--- config.mk ---
export PLATFORM = sky130hd
export DESIGN_NAME = alu_pipe_flat
export DESIGN_NICKNAME = d
export VERILOG_FILES = /design/src/rtl/alu_pipe_if.sv /design/src/rtl/alu_pipe.sv /design/src/flat_wrapper.sv
export SDC_FILE = /design/constraint.sdc
export NUM_CORES = 1
export LEC_CHECK = 0
export BUFFER_PORTS_ARGS = -buffer_cell sky130_fd_sc_hd__buf_2
export CORE_AREA = 2 2 180 182
export CTS_BUF_LIST = sky130_fd_sc_hd__clkbuf_8 sky130_fd_sc_hd__clkbuf_16
export DETAILED_ROUTE_END_ITERATION = 8
export DIE_AREA = 0 0 182 184
export GPL_ROUTABILITY_DRIVEN = 0
export HOLD_SLACK_MARGIN = 0.12
export PLACE_DENSITY = 0.54
export SYNTH_ARGS = -nofsm -noshare
export SYNTH_HDL_FRONTEND = slang
export SYNTH_SLANG_ARGS = --single-unit
--- constraint.sdc ---
create_clock -name clk -period 7.7 [get_ports clk]
set_clock_uncertainty 0.15 [all_clocks]
set_input_delay 0.77 -clock clk [delete_from_list [all_inputs] [get_ports clk]]
set_output_delay 0.77 -clock clk [all_outputs]
set_load 0.01 [all_outputs]
--- src/rtl/alu_pipe_if.sv ---
// Issue/result bus for alu_pipe: issue handshake, operands, and registered result/flags.
interface alu_pipe_if #(
    parameter int WIDTH = 16,
    parameter int IMMW  = 5,
    parameter int TAGW  = 3
);
    logic                   in_valid;
    logic                   in_ready;
    logic [11:0]            alusignals;
    logic [WIDTH-1:0]       op1;
    logic [WIDTH-1:0]       op2;
    logic [IMMW-1:0]        immx;
    logic                   isimmediate;
    logic [TAGW-1:0]        rd;
    logic                   out_valid;
    logic                   out_ready;
    logic [WIDTH-1:0]       aluresult;
    logic [TAGW+WIDTH-1:0]  rdval;
    logic                   flag_eq;
    logic                   flag_gt;
    logic                   busy;

    modport master (
        output in_valid, alusignals, op1, op2, immx, isimmediate, rd, out_ready,
        input  in_ready, out_valid, aluresult, rdval, flag_eq, flag_gt, busy
    );

    modport slave (
        input  in_valid, alusignals, op1, op2, immx, isimmediate, rd, out_ready,
        output in_ready, out_valid, aluresult, rdval, flag_eq, flag_gt, busy
    );
endinterface

--- src/rtl/alu_pipe.sv ---
// Single-issue ALU with one-entry output register, compare flags and a multi-cycle multiplier.
module alu_pipe #(
    parameter int WIDTH   = 16,
    parameter int IMMW    = 5,
    parameter int TAGW    = 3,
    parameter int MUL_LAT = 2
) (
    input  logic       clk,
    input  logic       rst,
    alu_pipe_if.slave  bus
);
    localparam int CW = $clog2(MUL_LAT + 1);
    localparam logic [WIDTH-1:0] SH_LIM = WIDTH'(WIDTH);

    typedef enum logic [0:0] {S_IDLE = 1'b0, S_MUL = 1'b1} state_t;
    typedef enum logic [3:0] {
        OP_ADD = 4'd0, OP_SUB = 4'd1, OP_CMP = 4'd2, OP_MUL = 4'd3,
        OP_OR  = 4'd4, OP_AND = 4'd5, OP_NOT = 4'd6, OP_MOV = 4'd7,
        OP_LSL = 4'd8, OP_LSR = 4'd9, OP_ASR = 4'd10, OP_NOP = 4'd11
    } op_t;

    state_t            state_r, state_nxt_s;
    logic [CW-1:0]     cnt_r, cnt_nxt_s;
    logic [WIDTH-1:0]  mul_a_r, mul_b_r;
    logic [TAGW-1:0]   mul_tag_r;
    logic [WIDTH-1:0]  res_r;
    logic [TAGW-1:0]   tag_r;
    logic              out_valid_r, flag_eq_r, flag_gt_r;

    logic [WIDTH-1:0]  b_s, alu_s, wr_data_s;
    logic [TAGW-1:0]   wr_tag_s;
    op_t               op_s;
    logic              in_ready_s, fire_s, single_s, shamt_big_s, mul_done_s, wr_s;

    assign b_s        = bus.isimmediate ? {{(WIDTH-IMMW){bus.immx[IMMW-1]}}, bus.immx} : bus.op2;
    assign in_ready_s = !rst && (state_r == S_IDLE) && (!out_valid_r || bus.out_ready);
    assign fire_s     = bus.in_valid && in_ready_s;

    assign bus.in_ready  = in_ready_s;
    assign bus.busy      = (state_r == S_MUL);
    assign bus.out_valid = out_valid_r;
    assign bus.aluresult = res_r;
    assign bus.rdval     = {tag_r, res_r};
    assign bus.flag_eq   = flag_eq_r;
    assign bus.flag_gt   = flag_gt_r;

    // Priority decode: the lowest set select bit wins; bit 11 or no bits is a nop.
    always_comb begin
        op_s = OP_NOP;
        casez (bus.alusignals)
            12'b????_????_???1: op_s = OP_ADD;
            12'b????_????_??10: op_s = OP_SUB;
            12'b????_????_?100: op_s = OP_CMP;
            12'b????_????_1000: op_s = OP_MUL;
            12'b????_???1_0000: op_s = OP_OR;
            12'b????_??10_0000: op_s = OP_AND;
            12'b????_?100_0000: op_s = OP_NOT;
            12'b????_1000_0000: op_s = OP_MOV;
            12'b???1_0000_0000: op_s = OP_LSL;
            12'b??10_0000_0000: op_s = OP_LSR;
            12'b?100_0000_0000: op_s = OP_ASR;
            default:            op_s = OP_NOP;
        endcase
    end

    // Single-cycle datapath; single_s marks ops that write the output register.
    always_comb begin
        alu_s       = '0;
        single_s    = 1'b1;
        shamt_big_s = (b_s >= SH_LIM);
        case (op_s)
            OP_ADD:  alu_s = bus.op1 + b_s;
            OP_SUB:  alu_s = bus.op1 - b_s;
            OP_OR:   alu_s = bus.op1 | b_s;
            OP_AND:  alu_s = bus.op1 & b_s;
            OP_NOT:  alu_s = ~bus.op1;
            OP_MOV:  alu_s = b_s;
            OP_LSL:  alu_s = shamt_big_s ? '0 : (bus.op1 << b_s);
            OP_LSR:  alu_s = shamt_big_s ? '0 : (bus.op1 >> b_s);
            OP_ASR:  alu_s = shamt_big_s ? {WIDTH{bus.op1[WIDTH-1]}} : WIDTH'($signed(bus.op1) >>> b_s);
            default: begin
                alu_s    = '0;
                single_s = 1'b0;
            end
        endcase
    end

    // Multiply FSM next state: count down from MUL_LAT-1, finish when the counter reads zero.
    always_comb begin
        state_nxt_s = state_r;
        cnt_nxt_s   = cnt_r;
        mul_done_s  = 1'b0;
        case (state_r)
            S_IDLE: begin
                if (fire_s && (op_s == OP_MUL)) begin
                    state_nxt_s = S_MUL;
                    cnt_nxt_s   = CW'(MUL_LAT - 1);
                end else begin
                    state_nxt_s = S_IDLE;
                end
            end
            S_MUL: begin
                if (cnt_r == '0) begin
                    mul_done_s  = 1'b1;
                    state_nxt_s = S_IDLE;
                end else begin
                    cnt_nxt_s   = cnt_r - CW'(1);
                end
            end
            default: begin
                state_nxt_s = S_IDLE;
                cnt_nxt_s   = '0;
            end
        endcase
    end

    // Output register write select; a finishing multiply can never collide with an issue.
    always_comb begin
        wr_s      = 1'b0;
        wr_data_s = '0;
        wr_tag_s  = '0;
        if (mul_done_s) begin
            wr_s      = 1'b1;
            wr_data_s = mul_a_r * mul_b_r;
            wr_tag_s  = mul_tag_r;
        end else if (fire_s && single_s) begin
            wr_s      = 1'b1;
            wr_data_s = alu_s;
            wr_tag_s  = bus.rd;
        end else begin
            wr_s      = 1'b0;
        end
    end

    // FSM state and countdown register.
    always_ff @(posedge clk) begin
        if (rst) begin
            state_r <= S_IDLE;
            cnt_r   <= '0;
        end else begin
            state_r <= state_nxt_s;
            cnt_r   <= cnt_nxt_s;
        end
    end

    // Operand latch, result register, valid tracking and compare flags.
    always_ff @(posedge clk) begin
        if (rst) begin
            mul_a_r     <= '0;
            mul_b_r     <= '0;
            mul_tag_r   <= '0;
            res_r       <= '0;
            tag_r       <= '0;
            out_valid_r <= 1'b0;
            flag_eq_r   <= 1'b0;
            flag_gt_r   <= 1'b0;
        end else begin
            if (fire_s && (op_s == OP_MUL)) begin
                mul_a_r   <= bus.op1;
                mul_b_r   <= b_s;
                mul_tag_r <= bus.rd;
            end
            if (wr_s) begin
                res_r       <= wr_data_s;
                tag_r       <= wr_tag_s;
                out_valid_r <= 1'b1;
            end else if (bus.out_ready) begin
                out_valid_r <= 1'b0;
            end
            if (fire_s && (op_s == OP_CMP)) begin
                flag_eq_r <= (bus.op1 == b_s);
                flag_gt_r <= ($signed(bus.op1) > $signed(b_s));
            end
        end
    end
endmodule

--- src/flat_wrapper.sv ---
// flat-port wrapper written by rule: the top's interface ports become plain ports
module alu_pipe_flat 
#(
    parameter int WIDTH   = 16,
    parameter int IMMW    = 5,
    parameter int TAGW    = 3,
    parameter int MUL_LAT = 2
)
  (clk, rst, bus_in_valid, bus_alusignals, bus_op1, bus_op2, bus_immx, bus_isimmediate, bus_rd, bus_out_ready, bus_in_ready, bus_out_valid, bus_aluresult, bus_rdval, bus_flag_eq, bus_flag_gt, bus_busy);
  alu_pipe_if #(.WIDTH(WIDTH), .IMMW(IMMW), .TAGW(TAGW)) bus_i ();
  input  logic clk;
  input  logic rst;
  input wire logic [$bits(bus_i.in_valid)-1:0] bus_in_valid;
  input wire logic [$bits(bus_i.alusignals)-1:0] bus_alusignals;
  input wire logic [$bits(bus_i.op1)-1:0] bus_op1;
  input wire logic [$bits(bus_i.op2)-1:0] bus_op2;
  input wire logic [$bits(bus_i.immx)-1:0] bus_immx;
  input wire logic [$bits(bus_i.isimmediate)-1:0] bus_isimmediate;
  input wire logic [$bits(bus_i.rd)-1:0] bus_rd;
  input wire logic [$bits(bus_i.out_ready)-1:0] bus_out_ready;
  output wire logic [$bits(bus_i.in_ready)-1:0] bus_in_ready;
  output wire logic [$bits(bus_i.out_valid)-1:0] bus_out_valid;
  output wire logic [$bits(bus_i.aluresult)-1:0] bus_aluresult;
  output wire logic [$bits(bus_i.rdval)-1:0] bus_rdval;
  output wire logic [$bits(bus_i.flag_eq)-1:0] bus_flag_eq;
  output wire logic [$bits(bus_i.flag_gt)-1:0] bus_flag_gt;
  output wire logic [$bits(bus_i.busy)-1:0] bus_busy;
  assign bus_i.in_valid = bus_in_valid;
  assign bus_i.alusignals = bus_alusignals;
  assign bus_i.op1 = bus_op1;
  assign bus_i.op2 = bus_op2;
  assign bus_i.immx = bus_immx;
  assign bus_i.isimmediate = bus_isimmediate;
  assign bus_i.rd = bus_rd;
  assign bus_i.out_ready = bus_out_ready;
  assign bus_in_ready = bus_i.in_ready;
  assign bus_out_valid = bus_i.out_valid;
  assign bus_aluresult = bus_i.aluresult;
  assign bus_rdval = bus_i.rdval;
  assign bus_flag_eq = bus_i.flag_eq;
  assign bus_flag_gt = bus_i.flag_gt;
  assign bus_busy = bus_i.busy;
  alu_pipe #(.WIDTH(WIDTH), .IMMW(IMMW), .TAGW(TAGW), .MUL_LAT(MUL_LAT)) u_core (.clk(clk), .rst(rst), .bus(bus_i));
endmodule
==> results_dict.tcl, run 1 <==
set metrics [dict create \
    clk_latency_ps 340 \
    grtUsageTotal 0.237 \
    p_leak_nw 5.23 \
    synth_edf_count 0 \
    drt_iter0_drc 1035 \
    hold_viol 0 \
    clk_pin_slew_ps 60 \
    cts_buffers 9 \
    layout.nets 1697 \
    synth_warnings 0 \
    cts_hold_buf 0 \
    hold_class "reg -> reg" \
    path_class "reg -> reg" \
    io_pins 97 \
    ys.flop_type "dfxtp_1" \
    route.vias.total 10900 \
    dieHeight_um 184 \
    die_w_um 182 \
    cp.arrival_ps 6210 \
    via_per_inst 5.82 \
    maxCapViolCount 0 \
    drive_gt1_frac 0.113 \
    path_buf_inv 2 \
    area_growth_pct 8.85 \
    worstPathMaxFanout 15 \
    path_cells "and2_1 > fa_1 > fa_1 > ha_1 > fa_1 > inv_1 > fa_1 > fa_1 > inv_1 > ha_1 > a2111oi_0 > o31ai_1 > o21ai_0 > nand2b_1 > a21oi_1 > mux2_2 > a211o_1" \
    setup_tns_ps 0 \
    hpwl_um 30600 \
    crit_top_cell "fa_1" \
    worstSetupEndpointType "flop" \
    grt-busiest-layer "met2" \
    min_from "u_core.tag_r[0]" \
    rows 65 \
    routedWlPerCell_um 21.4 \
    cp.required_ps 7770 \
    h-tree-depth 3 \
    fmax_mhz 163 \
    start_util 0.347 \
    cts.path.max_buffers 2 \
    drv_slew 0 \
    fp.dieArea_um2 33500 \
    clock_sinks 60 \
    drc_errors 0 \
    ant_nets 0 \
    drt_wl_total_um 40000 \
    cp_slowest_stage_delay_ps 720 \
    use_met2 0.382 \
    max-slew-margin-rel 0.271 \
    port_buffers 95 \
    ys_ff_latch 60 \
    tightest_slew_ps 1090 \
    met1_usage 0.323 \
    grt_pass1_wl_um 60800 \
    startpoint "u_core.mul_b_r[2]" \
    post-route-min-period_ps 6140 \
    root_buffer "clkbuf_16" \
    syn-instance-count 1442 \
    setup_viol 0 \
    hold_slack_ps 303 \
    synth_cell_type_count 88 \
    overflow 0 \
    status "finished clean" \
    worstReg2RegStart "u_core.mul_b_r[2]" \
    ir_worst_vdd_mv 0.103 \
    grt_max_degree 65 \
    dr.pass1.iters 7 \
    syn_area_um2 10900 \
    syn-num-nets 1679 \
    post-cts-setup-buffers 0 \
    grt_antenna_before_repair 2 \
    ys_seq_area_frac 0.110 \
    timing.final.crit_share 0.798 \
    rsz0062_at_grt "false" \
    cpLargestDelayFamily "adder cells" \
    cpMaxStageDelayCell "dfxtp_1" \
    use_met3 0.0327 \
    placeableCoreArea_um2 31400 \
    powerDensity_nw_per_um2 102 \
    syn_area_per_cell_um2 7.55 \
    critPathLaunchType "flop" \
    ys_async_sr_fraction 0 \
    cts_tree "done" \
    post_cts_resized 0 \
    grt_pass1_vias 10200 \
    fin_util 0.378 \
]
==> placed cells by master, fill, tap and decap left out, types with 7 or more instances in the layout <==
cell type / count
nand2b_1: 7
mux4_2: 7
a21o_1: 9
and2_1: 73
ha_1: 98
o22ai_1: 22
inv_1: 164
clkbuf_16: 9
fa_1: 82
a22oi_1: 9
mux2i_1: 36
a211oi_1: 32
nand3_1: 27
nor2_1: 94
a221oi_1: 12
nor3b_1: 7
nand2_1: 183
xnor2_1: 38
buf_2: 95
o21bai_1: 8
dfxtp_1: 60
o21ai_0: 43
nor3_1: 22
o221ai_1: 9
nand4_1: 10
o211ai_1: 11
buf_4: 19
o31ai_1: 10
a21oi_1: 111
or3_1: 7
a31oi_1: 10
==> metrics by stage <==
step / std cells / cell area [um^2] / setup WS [ps] / power [W]
floorplan: 1442 / 10900 / 2160 / 0.000640
global placement: 1851 / 11500 / 1640 / 0.000779
detailed placement: 1851 / 11500 / 1610 / 0.000781
CTS: 1867 / 11900 / 1610 / 0.00121
global route: 1867 / 11900 / 1190 / 0.00126
finish: 1868 / 11900 / 1560 / 0.00121
==> state kept, by name, indices dropped and copies added (netlist names) <==
name,flops
u_core.bus.aluresult,16
u_core.mul_a_r,16
u_core.mul_b_r,16
u_core.mul_tag_r,3
u_core.tag_r,3
u_core.cnt_r,2
u_core.bus.busy,1
u_core.bus.flag_eq,1
u_core.bus.flag_gt,1
u_core.bus.out_valid,1
==> final timing paths <==
| kind | cells after the start | slack [ps] | endpoint |
|---|---|---|---|
| setup / recovery | 17 | 1560 | u_core.bus.aluresult[14] |
| hold reg to reg | 2 | 300 | u_core.tag_r[0] |
| hold / removal | 2 | 300 | u_core.tag_r[0] |
| setup reg to reg | 17 | 1560 | u_core.bus.aluresult[14] |
==> synthesized netlist by cell type, types with 8 or more instances <==
library cell,instances,share of area
buf_4,17,0.012
nand3_1,27,0.012
fa_1,82,0.15
a21o_1,9,0.0062
a211oi_1,32,0.022
nand2_1,183,0.063
a221oi_1,12,0.0097
clkbuf_1,71,0.024
o221ai_1,9,0.0072
o31ai_1,10,0.0069
inv_1,163,0.056
nor2_1,94,0.032
o21bai_1,8,0.0055
nand4_1,10,0.0057
nor3_1,22,0.010
o22ai_1,22,0.013
and2_1,73,0.042
buf_2,13,0.0060
xnor2_1,38,0.031
mux2i_1,38,0.035
dfxtp_1,60,0.11
o21ai_0,43,0.020
a22oi_1,9,0.0062
a31oi_1,10,0.0057
o211ai_1,11,0.0076
a21oi_1,111,0.051
ha_1,98,0.11
==> tightest hold or removal path: cells and delay by family (launching register included) <==
kind	cells	cell delay, ps
flip-flops	1	310
AND/OR/NAND/NOR	1	50
AO/OA/AOI/OAI	1	50
==> power breakdown <==
part | total, W | switching (W) | leakage (nW) | internal, W
Clock | 0.000421 | 0.000155 | 0.153 | 0.000266
Sequential | 0.000333 | 0.0000122 | 0.486 | 0.000321
Combinational | 0.000455 | 0.000296 | 4.59 | 0.000159
Total | 0.00121 | 0.000464 | 5.23 | 0.000745
==> final cells by class <==
class | count | area, um^2
diodes | 1 | 2.50
clock buffers | 11 | 253
clock inverters | 5 | 51.3
fillers | 3365 | 19500
inverters | 167 | 629
multi-input cells | 1108 | 8590
flip-flops and latches | 60 | 1200
well taps | 402 | 503
repair buffers | 114 | 618
==> cells by family after synthesis <==
logic type / share of synthesized area
AO/OA/AOI/OAI: 0.225
XOR/XNOR: 0.0346
adder cells (fa/ha/maj): 0.263
buffers and inverters: 0.103
flip-flops: 0.110
multiplexers: 0.0548
AND/OR/NAND/NOR: 0.208
==> routing by layer <==
layer	share of wire	wire [um]
met5	0	0
met4	0.042	1670
met3	0.079	3180
met2	0.45	17900
met1	0.43	17300
No activity file was read; power rests on OpenSTA's default activity.
==> run 2: changes to the inputs <==
--- a/config.mk
+++ b/config.mk
@@ -5,14 +5,15 @@
 export SDC_FILE = /design/constraint.sdc
 export NUM_CORES = 1
 export LEC_CHECK = 0
+export ABC_AREA = 1
 export BUFFER_PORTS_ARGS = -buffer_cell sky130_fd_sc_hd__buf_2
-export CORE_AREA = 2 2 180 182
+export CORE_AREA = 2 2 185 187
 export CTS_BUF_LIST = sky130_fd_sc_hd__clkbuf_8 sky130_fd_sc_hd__clkbuf_16
 export DETAILED_ROUTE_END_ITERATION = 8
-export DIE_AREA = 0 0 182 184
+export DIE_AREA = 0 0 187 189
 export GPL_ROUTABILITY_DRIVEN = 0
 export HOLD_SLACK_MARGIN = 0.12
-export PLACE_DENSITY = 0.54
+export PLACE_DENSITY = 0.56
 export SYNTH_ARGS = -nofsm -noshare
 export SYNTH_HDL_FRONTEND = slang
 export SYNTH_SLANG_ARGS = --single-unit
==> constraint.sdc (replaced) <==
create_clock -name clk -period 5.2 [get_ports clk]
set_clock_uncertainty 0.15 [all_clocks]
set_input_delay 0.52 -clock clk [delete_from_list [all_inputs] [get_ports clk]]
set_output_delay 0.52 -clock clk [all_outputs]
set_load 0.01 [all_outputs]
==> results_dict.tcl, run 2 <==
set metrics [dict create \
    fmax_mhz 191 \
    rsz0062_at_grt "true" \
    clk_latency_ps 330 \
    clk_pin_slew_ps 50 \
    diodes 0 \
    syn_area_per_cell_um2 6.44 \
    setup_tns_ps -34.9 \
    hold_class "reg -> reg" \
    syn_area_um2 11500 \
    synth_edf_count 0 \
    clock_sinks 60 \
    grt_max_degree 58 \
    hpwl_um 30900 \
    ys.flop_type "dfxtp_1" \
    maxCapViolCount 0 \
    nFillCells 3612 \
    powerDensity_nw_per_um2 124 \
    synth_area_leaders "nand2_1 (16%), fa_1 (14%), ha_1 (11%)" \
    p_leak_nw 7.09 \
    fp.dieArea_um2 35300 \
    cp.required_ps 5310 \
    mostFrequentLayoutCells "nand2_1 (479), inv_1 (301), nand3_1 (151)" \
    path_class "reg -> reg" \
    rows 67 \
    grtUsageTotal 0.216 \
    drt_iter0_drc 958 \
    io_pins 97 \
    cp_slowest_stage_delay_ps 590 \
    root_buffer "clkbuf_16" \
    grt_pass1_vias 11600 \
    grt_pass1_wl_um 61500 \
    drive_gt1_frac 0.210 \
    port_buffers 95 \
    synth_cell_type_count 63 \
    worstPathMaxFanout 5 \
    status "finished with violations" \
    setup_viol 1 \
    setup_ws_ps -34.9 \
    dr.pass1.iters 6 \
    ys_async_sr_fraction 0 \
    max-slew-margin-rel 0.346 \
    h-tree-depth 3 \
    grt_antenna_before_repair 0 \
    die_w_um 187 \
    placeableCoreArea_um2 33300 \
    cts_buffers 9 \
    yosysTopAreaCell "nand2_1" \
    crit_top_cell "fa_1" \
    cts.path.max_buffers 2 \
    yosys-top-cells-count "nand2_1 (493), inv_1 (314), nand3_1 (153)" \
    drc_errors 0 \
    syn-num-nets 2026 \
    cts_hold_buf 0 \
    ant_nets 0 \
    placed_cell_area_um2 12700 \
    area_growth_pct 18.1 \
    synth_warnings 0 \
    hold_slack_ps 306 \
    tightest_slew_ps 980 \
    violations "negative setup slack" \
    dieHeight_um 189 \
    start_util 0.346 \
    overflow 0 \
    cp.arrival_ps 5340 \
    ys_seq_area_frac 0.104 \
    layout.nets 2145 \
    via_per_inst 5.07 \
    worstSetupEndpointType "flop" \
    final_common_cell "nand2_1" \
    cts_tree "done" \
    ir_worst_vdd_mv 0.116 \
    post-route-min-period_ps 5230 \
    route.vias.total 12000 \
    syn-instance-count 1789 \
    critPathLaunchType "flop" \
    drt_wl_total_um 38800 \
    finalInstanceArea_um2 13600 \
    hold_viol 0 \
    ys_ff_latch 60 \
    routedWlPerCell_um 16.4 \
    synth_top_area_share 0.161 \
    drv_slew 0 \
    timing.final.crit_share 1.01 \
    path_cells "buf_6 > nand2_2 > fa_1 > fa_1 > inv_2 > fa_1 > fa_1 > inv_2 > fa_1 > fa_2 > inv_2 > ha_4 > nand4_1 > nor4_4 > a21oi_2 > nand3_1 > nand2_1 > nor2_2 > nor2_1 > a21oi_1" \
    cpMaxStageDelayCell "fa_2" \
    yosysMostFrequentCell "nand2_1" \
]
run 2: cell count changes in the layout (fill, tap and decap cells not counted), moves of 26 or more:
| cell | previous run | this run |
|---|---|---|
| nand2_1 | 183 | 479 |
| mux2i_1 | 36 | 0 |
| buf_4 | 19 | 94 |
| xnor2_1 | 38 | 12 |
| nand2_2 | 0 | 33 |
| and2_1 | 73 | 0 |
| inv_1 | 164 | 301 |
| a211oi_1 | 32 | 4 |
| nand3_1 | 27 | 151 |
run 2: cells by family (layout without fill, tap and decap cells):
kind of cell,count (synthesis),after routing,synth area share
compound gates,269,269,0.141
simple gates,824,824,0.326
flops,60,60,0.104
fa+ha+maj,180,180,0.249
buf+inv,425,549,0.156
xor+xnor,31,31,0.0236
run 2: worst paths after layout:
check                           slack, ps                  endpoint                 from  cells after the start
worst max-delay path                  -30  u_core.bus.aluresult[15]    u_core.mul_b_r[4]                     20
worst max register to register        -30  u_core.bus.aluresult[15]    u_core.mul_b_r[4]                     20
worst min register to register        310       u_core.mul_tag_r[0]  u_core.mul_tag_r[0]                      2
worst min-delay path                  310       u_core.mul_tag_r[0]  u_core.mul_tag_r[0]                      2
run 2: routing by layer:
layer,part of all wire,wire [um],vias up,GRT usage
met2,0.47,18100,432,0.372
li1,-,-,5875,-
met1,0.45,17300,5608,0.287
met4,0.036,1400,0,0.0839
met5,0,0,-,0
met3,0.051,1970,63,0.0106
run 2: final cells by class:
class,instances,area [um^2],area share
Sequential cell,60,1260,0.0926
Tap cell,448,561,0.0412
Clock buffer,10,239,0.0176
Inverter,334,1270,0.0936
Clock inverter,6,40.0,0.00294
Timing Repair Buffer,199,1310,0.0964
Multi-Input combinational cell,1304,8920,0.656
run 2: power breakdown:
group / internal [W] / switching [W] / leakage, nW
clock network: 0.000333 / 0.000217 / 0.127
registers: 0.000466 / 0.0000113 / 0.499
logic: 0.000204 / 0.000455 / 6.46
run 2: critical path: cells and delay by family (launching register included):
kind | cells | cell delay (ps)
buffers and inverters | 4 | 270
AO/OA/AOI/OAI | 2 | 230
AND/OR/NAND/NOR | 7 | 770
adder cells (fa/ha/maj) | 7 | 3370
flip-flops | 1 | 370
run 2: metrics by stage:
step | worst slack, ps | instances | total power [W] | util
after floorplan | 4.62 | 1789 | 0.000940 | -
after global placement | -252 | 2326 | 0.00113 | 0.382
after detailed placement | -290 | 2326 | 0.00113 | 0.382
after CTS | -98.5 | 2353 | 0.00168 | 0.400
after global routing | -224 | 2361 | 0.00178 | 0.409
final | -34.9 | 2361 | 0.00168 | 0.409
run 2: what timing repair did:
item,CTS,global route
pin swaps,31,42
buffers inserted,12,8
endpoints found under the setup margin,6,7
resized for setup,67,64
